**config.mk**
```make
export PLATFORM = sky130hd
export DESIGN_NAME = vga_sync_gen_flat
export DESIGN_NICKNAME = d
export VERILOG_FILES = /design/src/rtl/vga_timing_pkg.sv /design/src/rtl/vga_sync_gen_if.sv /design/src/rtl/vga_axis_counter.sv /design/src/rtl/vga_sync_gen.sv /design/src/flat_wrapper.sv
export SDC_FILE = /design/constraint.sdc
export NUM_CORES = 1
export LEC_CHECK = 0
export CAP_MARGIN = 20
export CORE_MARGIN = 4
export CORE_UTILIZATION = 47
export CTS_BUF_LIST = sky130_fd_sc_hd__clkbuf_4 sky130_fd_sc_hd__clkbuf_8 sky130_fd_sc_hd__clkbuf_16
export DETAILED_ROUTE_END_ITERATION = 12
export PLACE_DENSITY = 0.86
export SLEW_MARGIN = 0
export SYNTH_ARGS = -nofsm -noshare
export SYNTH_HDL_FRONTEND = slang
export SYNTH_SLANG_ARGS = --single-unit
export TNS_END_PERCENT = 1
```
**constraint.sdc**
```tcl
create_clock -name clk -period 3.59 [get_ports clk]
set_input_delay 0.5385 -clock clk [delete_from_list [all_inputs] [get_ports clk]]
set_output_delay 0.5385 -clock clk [all_outputs]
set_load 0.02 [all_outputs]
```
**src/rtl/vga_timing_pkg.sv**
```systemverilog
// ============================================================================
//  Module   : vga_timing_pkg
//  Purpose  : Default 640x480@60 raster constants, derived totals, sync
//             windows and the shared counter/frame types.
//  Revision : 1.0 - initial release
// ============================================================================
`default_nettype none

package vga_timing_pkg;

    localparam int c_H_VISIBLE = 640;
    localparam int c_H_FRONT   = 16;
    localparam int c_H_SYNC    = 96;
    localparam int c_H_BACK    = 48;
    localparam int c_V_VISIBLE = 480;
    localparam int c_V_FRONT   = 10;
    localparam int c_V_SYNC    = 2;
    localparam int c_V_BACK    = 33;

    localparam int c_H_TOTAL   = c_H_VISIBLE + c_H_FRONT + c_H_SYNC + c_H_BACK;
    localparam int c_V_TOTAL   = c_V_VISIBLE + c_V_FRONT + c_V_SYNC + c_V_BACK;

    localparam int c_HS_START  = c_H_VISIBLE + c_H_FRONT;
    localparam int c_HS_END    = c_HS_START + c_H_SYNC - 1;
    localparam int c_VS_START  = c_V_VISIBLE + c_V_FRONT;
    localparam int c_VS_END    = c_VS_START + c_V_SYNC - 1;

    localparam int c_CNT_W     = $clog2((c_H_TOTAL > c_V_TOTAL) ? c_H_TOTAL : c_V_TOTAL);
    localparam int c_FRAME_W   = 16;

    typedef logic [c_CNT_W-1:0]   cnt_t;
    typedef logic [c_FRAME_W-1:0] frame_t;

endpackage

`default_nettype wire

```
**src/rtl/vga_sync_gen_if.sv**
```systemverilog
// ============================================================================
//  Module   : vga_sync_gen_if
//  Purpose  : Timing-generator signal bundle; master = generator side.
//  Revision : 1.0 - initial release
// ============================================================================
`default_nettype none

interface vga_sync_gen_if;
    import vga_timing_pkg::*;

    logic   enable;
    logic   pix_en;
    logic   vga_hs;
    logic   vga_vs;
    logic   blank_n;
    cnt_t   draw_x;
    cnt_t   draw_y;
    logic   frame_start;
    frame_t frame_cnt;

    modport master (
        input  enable,
        output pix_en, vga_hs, vga_vs, blank_n, draw_x, draw_y, frame_start, frame_cnt
    );

    modport slave (
        output enable,
        input  pix_en, vga_hs, vga_vs, blank_n, draw_x, draw_y, frame_start, frame_cnt
    );

endinterface

`default_nettype wire

```
**src/rtl/vga_axis_counter.sv**
```systemverilog
// ============================================================================
//  Module   : vga_axis_counter
//  Purpose  : One raster axis counter; exposes next-value decodes so the
//             top can register them in step with the count.
//  Revision : 1.0 - initial release
// ============================================================================
`default_nettype none

module vga_axis_counter
    import vga_timing_pkg::*;
#(
    parameter int VISIBLE = c_H_VISIBLE,
    parameter int FRONT   = c_H_FRONT,
    parameter int SYNC    = c_H_SYNC,
    parameter int BACK    = c_H_BACK
) (
    input  wire  clk,
    input  wire  rst,
    input  wire  i_step,
    input  wire  i_clear,
    output cnt_t o_count,
    output logic o_next_sync,
    output logic o_next_visible,
    output logic o_wrap
);

    localparam int c_TOTAL      = VISIBLE + FRONT + SYNC + BACK;
    localparam int c_SYNC_START = VISIBLE + FRONT;
    localparam int c_SYNC_END   = c_SYNC_START + SYNC - 1;

    cnt_t r_count;
    cnt_t w_next;
    logic w_at_end;

    always_comb begin
        w_at_end = (r_count == cnt_t'(c_TOTAL - 1));
        w_next   = r_count;
        if (i_clear) begin
            w_next = '0;
        end else if (i_step) begin
            w_next = w_at_end ? '0 : r_count + 1'b1;
        end
    end

    assign o_wrap         = i_step & ~i_clear & w_at_end;
    assign o_next_sync    = (w_next >= cnt_t'(c_SYNC_START)) && (w_next <= cnt_t'(c_SYNC_END));
    assign o_next_visible = (w_next < cnt_t'(VISIBLE));
    assign o_count        = r_count;

    always_ff @(posedge clk or posedge rst) begin
        if (rst) begin
            r_count <= '0;
        end else begin
            r_count <= w_next;
        end
    end

endmodule

`default_nettype wire

```
**src/rtl/vga_sync_gen.sv**
```systemverilog
// ============================================================================
//  Module   : vga_sync_gen
//  Purpose  : VGA raster timing from the system clock via a pixel-enable
//             divider. Optional frame counter: VGA_SYNC_FRAME_CNT_EN.
//  Revision : 1.0 - initial release
// ============================================================================
`default_nettype none

module vga_sync_gen
    import vga_timing_pkg::*;
#(
    parameter int H_VISIBLE = c_H_VISIBLE,
    parameter int H_FRONT   = c_H_FRONT,
    parameter int H_SYNC    = c_H_SYNC,
    parameter int H_BACK    = c_H_BACK,
    parameter int V_VISIBLE = c_V_VISIBLE,
    parameter int V_FRONT   = c_V_FRONT,
    parameter int V_SYNC    = c_V_SYNC,
    parameter int V_BACK    = c_V_BACK,
    parameter int CLK_DIV   = 2,
    parameter bit SYNC_POL  = 1'b0
) (
    input  wire            clk,
    input  wire            reset,
    vga_sync_gen_if.master vif
);

    localparam int c_DIV_W = (CLK_DIV > 1) ? $clog2(CLK_DIV) : 1;

    logic [c_DIV_W-1:0] r_div;
    logic r_pix_en, r_hs, r_vs, r_blank_n, r_frame_start;
    logic w_step, w_clear;
    logic w_h_wrap, w_v_wrap, w_h_sync, w_v_sync, w_h_vis, w_v_vis;
    cnt_t w_x, w_y;

    assign w_clear = ~vif.enable;
    assign w_step  = vif.enable && (r_div == c_DIV_W'(CLK_DIV - 1));

    vga_axis_counter #(
        .VISIBLE (H_VISIBLE), .FRONT (H_FRONT), .SYNC (H_SYNC), .BACK (H_BACK)
    ) u_h_cnt (
        .clk            (clk),
        .rst            (reset),
        .i_step         (w_step),
        .i_clear        (w_clear),
        .o_count        (w_x),
        .o_next_sync    (w_h_sync),
        .o_next_visible (w_h_vis),
        .o_wrap         (w_h_wrap)
    );

    // The vertical axis advances only on a line wrap, so vsync moves with x=0.
    vga_axis_counter #(
        .VISIBLE (V_VISIBLE), .FRONT (V_FRONT), .SYNC (V_SYNC), .BACK (V_BACK)
    ) u_v_cnt (
        .clk            (clk),
        .rst            (reset),
        .i_step         (w_h_wrap),
        .i_clear        (w_clear),
        .o_count        (w_y),
        .o_next_sync    (w_v_sync),
        .o_next_visible (w_v_vis),
        .o_wrap         (w_v_wrap)
    );

    always_ff @(posedge clk or posedge reset) begin
        if (reset) begin
            r_div         <= '0;
            r_pix_en      <= 1'b0;
            r_hs          <= ~SYNC_POL;
            r_vs          <= ~SYNC_POL;
            r_blank_n     <= 1'b1;
            r_frame_start <= 1'b0;
        end else if (!vif.enable) begin
            r_div         <= '0;
            r_pix_en      <= 1'b0;
            r_hs          <= ~SYNC_POL;
            r_vs          <= ~SYNC_POL;
            r_blank_n     <= 1'b1;
            r_frame_start <= 1'b0;
        end else begin
            r_div         <= w_step ? '0 : r_div + 1'b1;
            r_pix_en      <= w_step;
            r_hs          <= w_h_sync ? SYNC_POL : ~SYNC_POL;
            r_vs          <= w_v_sync ? SYNC_POL : ~SYNC_POL;
            r_blank_n     <= w_h_vis & w_v_vis;
            r_frame_start <= w_v_wrap;
        end
    end

`ifdef VGA_SYNC_FRAME_CNT_EN
    frame_t r_frame_cnt;

    always_ff @(posedge clk or posedge reset) begin
        if (reset) begin
            r_frame_cnt <= '0;
        end else if (!vif.enable) begin
            r_frame_cnt <= '0;
        end else if (w_v_wrap) begin
            r_frame_cnt <= r_frame_cnt + 1'b1;
        end
    end

    assign vif.frame_cnt = r_frame_cnt;
`else
    assign vif.frame_cnt = '0;
`endif

    assign vif.pix_en      = r_pix_en;
    assign vif.vga_hs      = r_hs;
    assign vif.vga_vs      = r_vs;
    assign vif.blank_n     = r_blank_n;
    assign vif.draw_x      = w_x;
    assign vif.draw_y      = w_y;
    assign vif.frame_start = r_frame_start;

endmodule

`default_nettype wire

```
**src/flat_wrapper.sv**
```systemverilog
// flat-port wrapper written by rule: the top's interface ports become plain ports
module vga_sync_gen_flat import vga_timing_pkg::*;
#(
    parameter int H_VISIBLE = c_H_VISIBLE,
    parameter int H_FRONT   = c_H_FRONT,
    parameter int H_SYNC    = c_H_SYNC,
    parameter int H_BACK    = c_H_BACK,
    parameter int V_VISIBLE = c_V_VISIBLE,
    parameter int V_FRONT   = c_V_FRONT,
    parameter int V_SYNC    = c_V_SYNC,
    parameter int V_BACK    = c_V_BACK,
    parameter int CLK_DIV   = 2,
    parameter bit SYNC_POL  = 1'b0
)
  (clk, reset, vif_enable, vif_pix_en, vif_vga_hs, vif_vga_vs, vif_blank_n, vif_draw_x, vif_draw_y, vif_frame_start, vif_frame_cnt);
  vga_sync_gen_if vif_i ();
  input  wire clk;
  input  wire reset;
  input wire logic [$bits(vif_i.enable)-1:0] vif_enable;
  output wire logic [$bits(vif_i.pix_en)-1:0] vif_pix_en;
  output wire logic [$bits(vif_i.vga_hs)-1:0] vif_vga_hs;
  output wire logic [$bits(vif_i.vga_vs)-1:0] vif_vga_vs;
  output wire logic [$bits(vif_i.blank_n)-1:0] vif_blank_n;
  output wire logic [$bits(vif_i.draw_x)-1:0] vif_draw_x;
  output wire logic [$bits(vif_i.draw_y)-1:0] vif_draw_y;
  output wire logic [$bits(vif_i.frame_start)-1:0] vif_frame_start;
  output wire logic [$bits(vif_i.frame_cnt)-1:0] vif_frame_cnt;
  assign vif_i.enable = vif_enable;
  assign vif_pix_en = vif_i.pix_en;
  assign vif_vga_hs = vif_i.vga_hs;
  assign vif_vga_vs = vif_i.vga_vs;
  assign vif_blank_n = vif_i.blank_n;
  assign vif_draw_x = vif_i.draw_x;
  assign vif_draw_y = vif_i.draw_y;
  assign vif_frame_start = vif_i.frame_start;
  assign vif_frame_cnt = vif_i.frame_cnt;
  vga_sync_gen #(.H_VISIBLE(H_VISIBLE), .H_FRONT(H_FRONT), .H_SYNC(H_SYNC), .H_BACK(H_BACK), .V_VISIBLE(V_VISIBLE), .V_FRONT(V_FRONT), .V_SYNC(V_SYNC), .V_BACK(V_BACK), .CLK_DIV(CLK_DIV), .SYNC_POL(SYNC_POL)) u_core (.clk(clk), .reset(reset), .vif(vif_i));
endmodule
```
==> results of run 1 <==
area by class of cell:
cell class,instances,area [sq um]
fillers,300,1460
multi-input cells,140,872
flip-flops and latches,26,654
repair buffers,27,270
well taps,46,57.6
clock inverters,1,30.0
inverters,7,26.3
clock buffers,3,22.5
path summary, 6_finish.rpt:
path                                              to  slack (ns)  cells past startpoint                       from
setup / recovery                   u_core.vif.vga_hs        1.07                      7                 vif_enable
hold / removal                          u_core.r_div        0.54                      1               u_core.r_div
setup reg to reg                  u_core.vif.blank_n        1.39                      6  u_core.u_v_cnt.o_count[2]
hold reg to reg                         u_core.r_div        0.54                      1               u_core.r_div
max in group asynchronous  u_core.u_h_cnt.o_count[3]        2.31                      2                      reset
min in group asynchronous  u_core.u_v_cnt.o_count[3]        0.70                      2                      reset
layer usage:
metal / vias to the layer above / routed length [um] / global-route usage [%]
li1: 650 / - / -
met1: 647 / 1620 / 22.2
met2: 46 / 1620 / 25.5
met3: 4 / 179 / 1.83
met4: 0 / 46 / 5.32
met5: - / 0 / 0
placed cells by master, fill, tap and decap left out, types with 2 or more instances in the layout:
cell / count
or3_1: 2
dfrtp_1: 23
nor4_1: 2
clkdlybuf4s50_1: 27
nor2_1: 18
ha_1: 3
a21oi_1: 4
o221ai_1: 2
nor3b_1: 2
and2_2: 2
xor2_1: 4
mux2_2: 2
o21ai_0: 9
conb_1: 16
and3_1: 5
nand2_1: 12
and2_1: 3
nor3_1: 8
dfstp_2: 3
o31ai_1: 2
inv_1: 7
clkbuf_4: 3
nand4_1: 7
xnor2_1: 10
nand3_1: 8
metrics by stage:
stage	setup WS [ns]	utilization (%)	instance area, sq um
final	1.07	57.0	1930
after global routing	0.884	57.0	1930
after CTS	1.12	57.0	1930
after detailed placement	0.770	55.5	1880
after global placement	0.882	55.5	1880
after floorplan	1.50	-	1720
logic make-up (layout without fill, tap and decap cells):
| kind of cell | count (synthesis) | in the layout |
|---|---|---|
| mux | 3 | 3 |
| fa+ha+maj | 3 | 3 |
| flops | 26 | 26 |
| compound gates | 26 | 26 |
| xor+xnor | 14 | 14 |
| simple gates | 78 | 78 |
| buf+inv | 29 | 38 |
| other cells | 1 | 16 |
sequential cells by signal, indices dropped and copies added, names as in the netlist:
signal	flops
u_core.vif.vga_vs	1
u_core.u_v_cnt.o_count	10
u_core.vif.pix_en	1
u_core.vif.blank_n	1
u_core.vif.frame_start	1
u_core.r_div	1
u_core.vif.vga_hs	1
u_core.u_h_cnt.o_count	10
power groups by stage:
stage | Clock (uW) | Sequential [uW] | Combinational (uW)
3_3_place_gp | 0 | 305 | 42.1
5_1_grt | 220 | 301 | 46.8
6_report | 206 | 300 | 42.7
3_5_place_dp | 0 | 305 | 42.8
2_1_floorplan | 0 | 307 | 43.3
4_1_cts | 208 | 300 | 42.8
critical path: cells and delay by family:
family / cells / cell delay [ns]
AOI/OAI and AO/OA: 1 / 0.19
xor gates and xnor gates: 1 / 0.16
and+or+nand+nor: 4 / 1.15
buffers and inverters: 1 / 0.75
==> reports/results.ini, run 1 <==
[status]
run_status=completed

[power]
p_int_uw=419
vdd_drop_max_mv=0.125
p_clk_share_pct=37.5
finalPower_uw=549
power.leakage_uw=0.000786
p_sw_uw=130
switching_share_pct=23.7
p_seq_share_pct=54.7
combPwrFrac_pct=7.8
power.density_nw_per_um2=284

[sta]
hold_ws_ns=0.544
fin_skew_ns=0.00340
fmax_mhz=396
setup_viol=0
drv_slew=0
hold_viol_final=0
tightest_slew_ns=0.951
period_share_pct=70.3
finalSetupTns_ns=0
relSlewSlack_pct=36.6
min_period_ns=2.52
rsz0062_at_grt=false

[cts]
path_clk_slew_ns=0.15
clock_sinks=26
hold_buffers=0
cts_tree=yes
cts_buffer_depth=2
cts_buffers=3
cts_resized=0
root_buffer=clkbuf_4
cts_setup_buffers=0
cts.htree.levels=1
clock_latency_ns=0.33

[worst_setup_path]
cp-start-kind=input port
critPathMaxStageDelay_ns=0.75
slowest_stage=clkdlybuf4s50_1
end_kind=flip-flop
crit_required_ns=3.85
critPathMaxFanout=12
path_class=input port to flip-flop
cp.arrival_ns=2.78
path_cells=clkdlybuf4s50_1 -> nand4_1 -> nor4_1 -> xnor2_1 -> nor3_1 -> nor2_1 -> o221ai_1

[synth]
synth_top_area_share_pct=34.5
syn_area_sq_um=1670
synth_fa_ha_area_share_pct=2.25
synth_xor_xnor_area_share_pct=7.36
ys_top_cells_by_area=dfrtp_1, buf_4, xnor2_1
synth_commonest_cells=dfrtp_1, buf_4, nor2_1
synthArstFlopShare_pct=100
synth_most_common_cell=dfrtp_1
ys_seq_area_share_pct=39.3
ys_warn_count=0
synth_compound_area_share_pct=10.9
synth_top_family_by_area=simple AND/OR/NAND/NOR gates
ys_seq_elements=26
synthSimpleGateAreaFrac_pct=26.3
synth_area_leader_cell=dfrtp_1
synth_mux_area_share_pct=1.95
synth_cell_types=46
synthCells=180
synth_edf_count=0
ys.flop_type=dfrtp_1
avgSynthCellArea_sq_um=9.26

[layout]
diodes=0
final_nets=211
stdcell_count=250
drive_above_1_share_pct=8.82
area_delta_synth_final_pct=16.0

[drt]
post_drt_wl_per_cell_um=13.9
drt-pass1-iter-count=4
routed_wl_um=3470
ant_nets=0
drc=0
drt-initial-drc-count=62
vias_per_cell=5.39
via_count=1347

[grt]
grt_pass1_vias=1204
grt_antenna_before_repair=0
track_usage_pct=15.9
overflow=0
grt_first_pass_wirelength_um=5580
grt_max_degree=27

[floorplan]
die_h_um=67.5
pin_count=44
die_w_um=67.5
core_sq_um=3390
start_util_pct=49.2
dieArea_sq_um=4560
fp-row-count=21

[place]
dp_hpwl_um=2560
dp.cells=246
gp_congestion=0.967
io_buffers=27

[job]
cap_violations=0

[hold_path]
hold_class=flip-flop to flip-flop

Power figures use the tool's default switching activity.
==> run 2: changes to the inputs <==
- clock period: 3.59 -> 2.4 ns (I/O delays scaled with it)
==> reports/results.ini, run 2 (synthesized netlist as in run 1, its figures left out) <==
[status]
run_status=completed  ; unchanged

[sta]
setup_viol=0  ; unchanged
min_period_ns=2.18
period_share_pct=90.8
hold_viol_final=0  ; unchanged
fmax_mhz=459
fin_skew_ns=0.00773  ; was 0.00340 ns
drv_slew=0  ; unchanged
finalSetupTns_ns=0  ; unchanged
setup_ws_ns=0.221  ; was 1.07 ns
rsz0062_at_grt=false  ; unchanged

[cts]
cts_buffer_depth=2  ; unchanged
cts_tree=yes  ; unchanged
clock_latency_ns=0.33  ; about the same
cts_resized=0  ; unchanged
cts_buffers=3  ; unchanged
hold_buffers=0  ; unchanged
cts_setup_buffers=0  ; unchanged
clock_sinks=26  ; unchanged
path_clk_slew_ns=0.15  ; about the same
cts.htree.levels=1  ; unchanged
root_buffer=clkbuf_4  ; unchanged

[worst_setup_path]
critPathTopFamily=simple AND/OR/NAND/NOR gates  ; unchanged
cp.arrival_ns=2.42  ; was 2.78 ns
critPathMaxFanout=9  ; was 12
crit_required_ns=2.64  ; was 3.85 ns
end_kind=flip-flop  ; unchanged
critPathMaxStageDelay_ns=0.49  ; was 0.75 ns
path_class=flip-flop to flip-flop  ; was input port to flip-flop
cp-start-kind=flip-flop  ; was input port
slowest_stage=dfrtp_1  ; was clkdlybuf4s50_1
cp_num_buf_inv=0  ; was 1
r2r_setup_slack_ns=0.22  ; was 1.39 ns
path_cells=nor4b_1 -> nand4_1 -> nand2_1 -> nor2_1 -> o2111a_1 -> nor4_1  ; was clkdlybuf4s50_1 -> nand4_1 -> nor4_1 -> xnor2_1 -> nor3_1 -> nor2_1 -> o221ai_1

[floorplan]
core_sq_um=3390  ; unchanged
start_util_pct=49.2  ; unchanged
pin_count=44  ; unchanged
fp-row-count=21  ; unchanged
die_h_um=67.5  ; unchanged
dieArea_sq_um=4560  ; unchanged
die_w_um=67.5  ; unchanged

[grt]
grt_first_pass_wirelength_um=5510  ; was 5580 um
grt_antenna_before_repair=0  ; unchanged
grt_pass1_vias=1224  ; was 1204
overflow=0  ; unchanged
track_usage_pct=16.0  ; was 15.9%
grt_max_degree=27  ; unchanged

[layout]
fillerInstances=278  ; was 300
final_nets=215  ; was 211
seq_area_sq_um=654  ; unchanged
mostFrequentLayoutCell=clkdlybuf4s50_1  ; unchanged
layout_common_cells=clkdlybuf4s50_1, dfrtp_1, nor2_1  ; unchanged
diodes=0  ; unchanged
utilization_pct=57.9  ; was 57.0%
area_delta_synth_final_pct=17.8  ; was 16.0%
drive_above_1_share_pct=10.6  ; was 8.82%
multi_input_area_sq_um=872  ; unchanged

[drt]
drt-initial-drc-count=93  ; was 62
routed_wl_um=3480  ; was 3470 um
post_drt_wl_per_cell_um=13.7  ; was 13.9 um
via_count=1354  ; was 1347
drc=0  ; unchanged
ant_nets=0  ; unchanged
vias_per_cell=5.33  ; was 5.39
drt-pass1-iter-count=4  ; unchanged

[power]
vdd_drop_max_mv=0.198  ; was 0.125 mV
power.density_nw_per_um2=416  ; was 284 nW/um^2
power.leakage_uw=0.000806  ; was 0.000786 uW

[place]
gp_congestion=0.960  ; was 0.967
io_buffers=27  ; unchanged
dp_slack_ns=0.0673  ; was 0.770 ns
dp_hpwl_um=2580  ; was 2560 um

[job]
cap_violations=0  ; unchanged

[hold_path]
hold_class=input port to async pin  ; was flip-flop to flip-flop

==> run 2: cell types whose count changed in the layout (fill, tap and decap cells not counted) <==
cell	change
buf_4	+4
==> run 2: final timing paths <==
path | start | end | depth (start not counted)
max in group asynchronous | reset | u_core.vif.vga_hs | 3
worst max register to register | u_core.u_v_cnt.o_count[7] | u_core.vif.blank_n | 6
min in group clk | u_core.r_div | u_core.r_div | 1
worst min-delay path | reset | u_core.u_v_cnt.o_count[1] | 3
worst min register to register | u_core.r_div | u_core.r_div | 1
worst max-delay path | u_core.u_v_cnt.o_count[7] | u_core.vif.blank_n | 6
==> run 2: power by group <==
group / internal (uW) / switching [uW] / total (uW) / leakage [uW]
Combinational: 16.7 / 50.4 / 67.1 / 0.000428
Clock: 169 / 133 / 302 / 0.0000279
Sequential: 443 / 5.01 / 448 / 0.000350
Total: 629 / 189 / 818 / 0.000806
==> run 2: per-stage QoR <==
stage	instance area (sq um)	std cells	total power [uW]	hold slack (ns)
floorplan	1720	195	524	0.398
global placement	1910	250	522	0.499
detailed placement	1910	250	523	0.504
CTS	1960	254	826	0.383
global route	1960	254	855	0.389
finish	1960	254	818	0.371
==> run 2: final cells by class <==
cell class              instances  share of cell area, %
clock inverters                 1                   1.53
clock buffers                   3                   1.15
well taps                      46                   2.93
inverters                       7                   1.34
multi-input cells             140                   44.4
repair buffers                 31                   15.3
flip-flops and latches         26                   33.3
==> run 2: layer usage <==
layer	vias up	track usage, %	share of wire (%)
met5	-	0	0
met4	0	7.85	2.2
met3	9	2.00	5.0
met2	52	25.2	46
met1	638	21.8	47
li1	655	-	-
==> run 2: tightest hold or removal path: cells and delay by family <==
kind	cells	cell delay, ns
buffers and inverters	3	0.76
==> run 3: changes to the inputs <==
- CORE_UTILIZATION: 47 -> 34
- PLACE_DENSITY: 0.86 -> 0.67
==> reports/results.ini, run 3 (synthesized netlist as in run 1, its figures left out) <==
[status]
run_status=completed  ; unchanged

[layout]
utilization_pct=43.3  ; was 57.9%
diodes=0  ; unchanged
stdcell_count=280  ; was 254
drive_above_1_share_pct=12.7  ; was 10.6%
mostFrequentLayoutCell=clkdlybuf4s50_1  ; unchanged
layout_common_cells=clkdlybuf4s50_1, dfrtp_1, nor2_1  ; unchanged
area_delta_synth_final_pct=22.7  ; was 17.8%
final_nets=220  ; was 215

[cts]
clock_latency_ns=0.27  ; was 0.33 ns
hold_buffers=0  ; unchanged
cts_setup_buffers=0  ; unchanged
cts_resized=0  ; unchanged
path_clk_slew_ns=0.09  ; was 0.15 ns
cts_tree=yes  ; unchanged
cts_buffers=3  ; unchanged
cts.htree.levels=1  ; unchanged
cts_buffer_depth=2  ; unchanged
root_buffer=clkbuf_8  ; was clkbuf_4
clock_sinks=26  ; unchanged

[power]
power.leakage_uw=0.000839  ; was 0.000806 uW
power.density_nw_per_um2=432  ; was 416 nW/um^2
finalPower_uw=883  ; was 818 uW
vdd_drop_max_mv=0.197  ; was 0.198 mV

[job]
cap_violations=0  ; unchanged

[place]
dp_hpwl_um=2800  ; was 2580 um
gp_congestion=0.803  ; was 0.960
dp.cells=276  ; was 250
io_buffers=27  ; unchanged

[worst_setup_path]
crit_required_ns=2.58  ; was 2.64 ns
startpoint=u_core.u_v_cnt.o_count[7]  ; unchanged
path_class=flip-flop to flip-flop  ; unchanged
end_kind=flip-flop  ; unchanged
critPathMaxFanout=9  ; unchanged
r2r-start=u_core.u_v_cnt.o_count[7]  ; unchanged
cp-start-kind=flip-flop  ; unchanged
cp.arrival_ns=2.40  ; was 2.42 ns

[grt]
grt_first_pass_wirelength_um=6270  ; was 5510 um
grt_pass1_vias=1295  ; was 1224
overflow=0  ; unchanged
track_usage_pct=12.6  ; was 16.0%
grt_antenna_before_repair=0  ; unchanged
grt_max_degree=17  ; was 27

[drt]
drc=0  ; unchanged
post_drt_wl_per_cell_um=13.1  ; was 13.7 um
vias_per_cell=4.78  ; was 5.33
ant_nets=0  ; unchanged
routed_wl_um=3680  ; was 3480 um
drt-initial-drc-count=104  ; was 93
via_count=1339  ; was 1354
drt-pass1-iter-count=4  ; unchanged

[sta]
drv_slew=0  ; unchanged
tightest_slew_ns=0.592
finalSetupTns_ns=0  ; unchanged
hold_viol_final=0  ; unchanged
relSlewSlack_pct=60.5
setup_viol=0  ; unchanged
rsz0062_at_grt=false  ; unchanged
fin_skew_ns=0.00539  ; was 0.00773 ns
min_period_ns=2.22  ; was 2.18 ns
period_share_pct=92.5  ; was 90.8%
fmax_mhz=451  ; was 459 MHz

[floorplan]
die_w_um=78.0  ; was 67.5 um
die_h_um=78.0  ; was 67.5 um
fp-row-count=25  ; was 21
start_util_pct=35.3  ; was 49.2%
pin_count=44  ; unchanged
core_sq_um=4720  ; was 3390 sq um
dieArea_sq_um=6090  ; was 4560 sq um

[hold_path]
hold_class=input port to async pin  ; unchanged

run 3: cell count changes in the layout (fill, tap and decap cells not counted):
| cell | change |
|---|---|
| buf_4 | +5 |
| clkbuf_4 | -3 |
| clkbuf_8 | +3 |
run 3: report_power, final:
group          internal, uW  switching [uW]
clock network           223             142
logic                  18.7            51.0
registers               443            5.35
total                   684             198
run 3: final timing paths:
check / to / slack [ns] / cells after the start
setup / recovery: u_core.vif.blank_n / 0.18 / 6
hold / removal: u_core.u_h_cnt.o_count[6] / 0.45 / 2
setup reg to reg: u_core.vif.blank_n / 0.18 / 6
hold reg to reg: u_core.r_div / 0.53 / 1
max in group asynchronous: u_core.u_v_cnt.o_count[9] / 1.38 / 3
min in group clk: u_core.r_div / 0.53 / 1
run 3: worst max-delay path, stage by stage, from the launching register on:
cell and delay (ns):
dfrtp_1 0.48, nor4b_1 0.38, nand4_1 0.34, nand2_1 0.30
nor2_1 0.09, o2111a_1 0.26, nor4_1 0.27
run 3: metal layers:
metal / vias up / GRT usage (%) / share of wire (%)
met1: 639 / 17.1 / 48
met3: 4 / 2.29 / 4.5
li1: 670 / - / -
met2: 26 / 19.9 / 46
met5: - / 0 / 0
met4: 0 / 5.07 / 1.4
run 3: area by class of cell:
type	instances	area [sq um]
fill	455	2680
multi-input combinational	140	872
sequential	26	654
timing repair buffer	36	338
tap	67	83.8
clock buffer	3	41.3
clock inverter	1	30.0
inverter	7	26.3
run 3: through the flow:
step                      setup slack (ns)  hold slack (ns)  area, sq um
after global placement               0.128            0.511         1970
final                                0.180            0.445         2050
after floorplan                      0.306            0.398         1720
after global routing                0.0731            0.514         2050
after detailed placement            0.0372            0.516         1970
after CTS                            0.222            0.470         2050
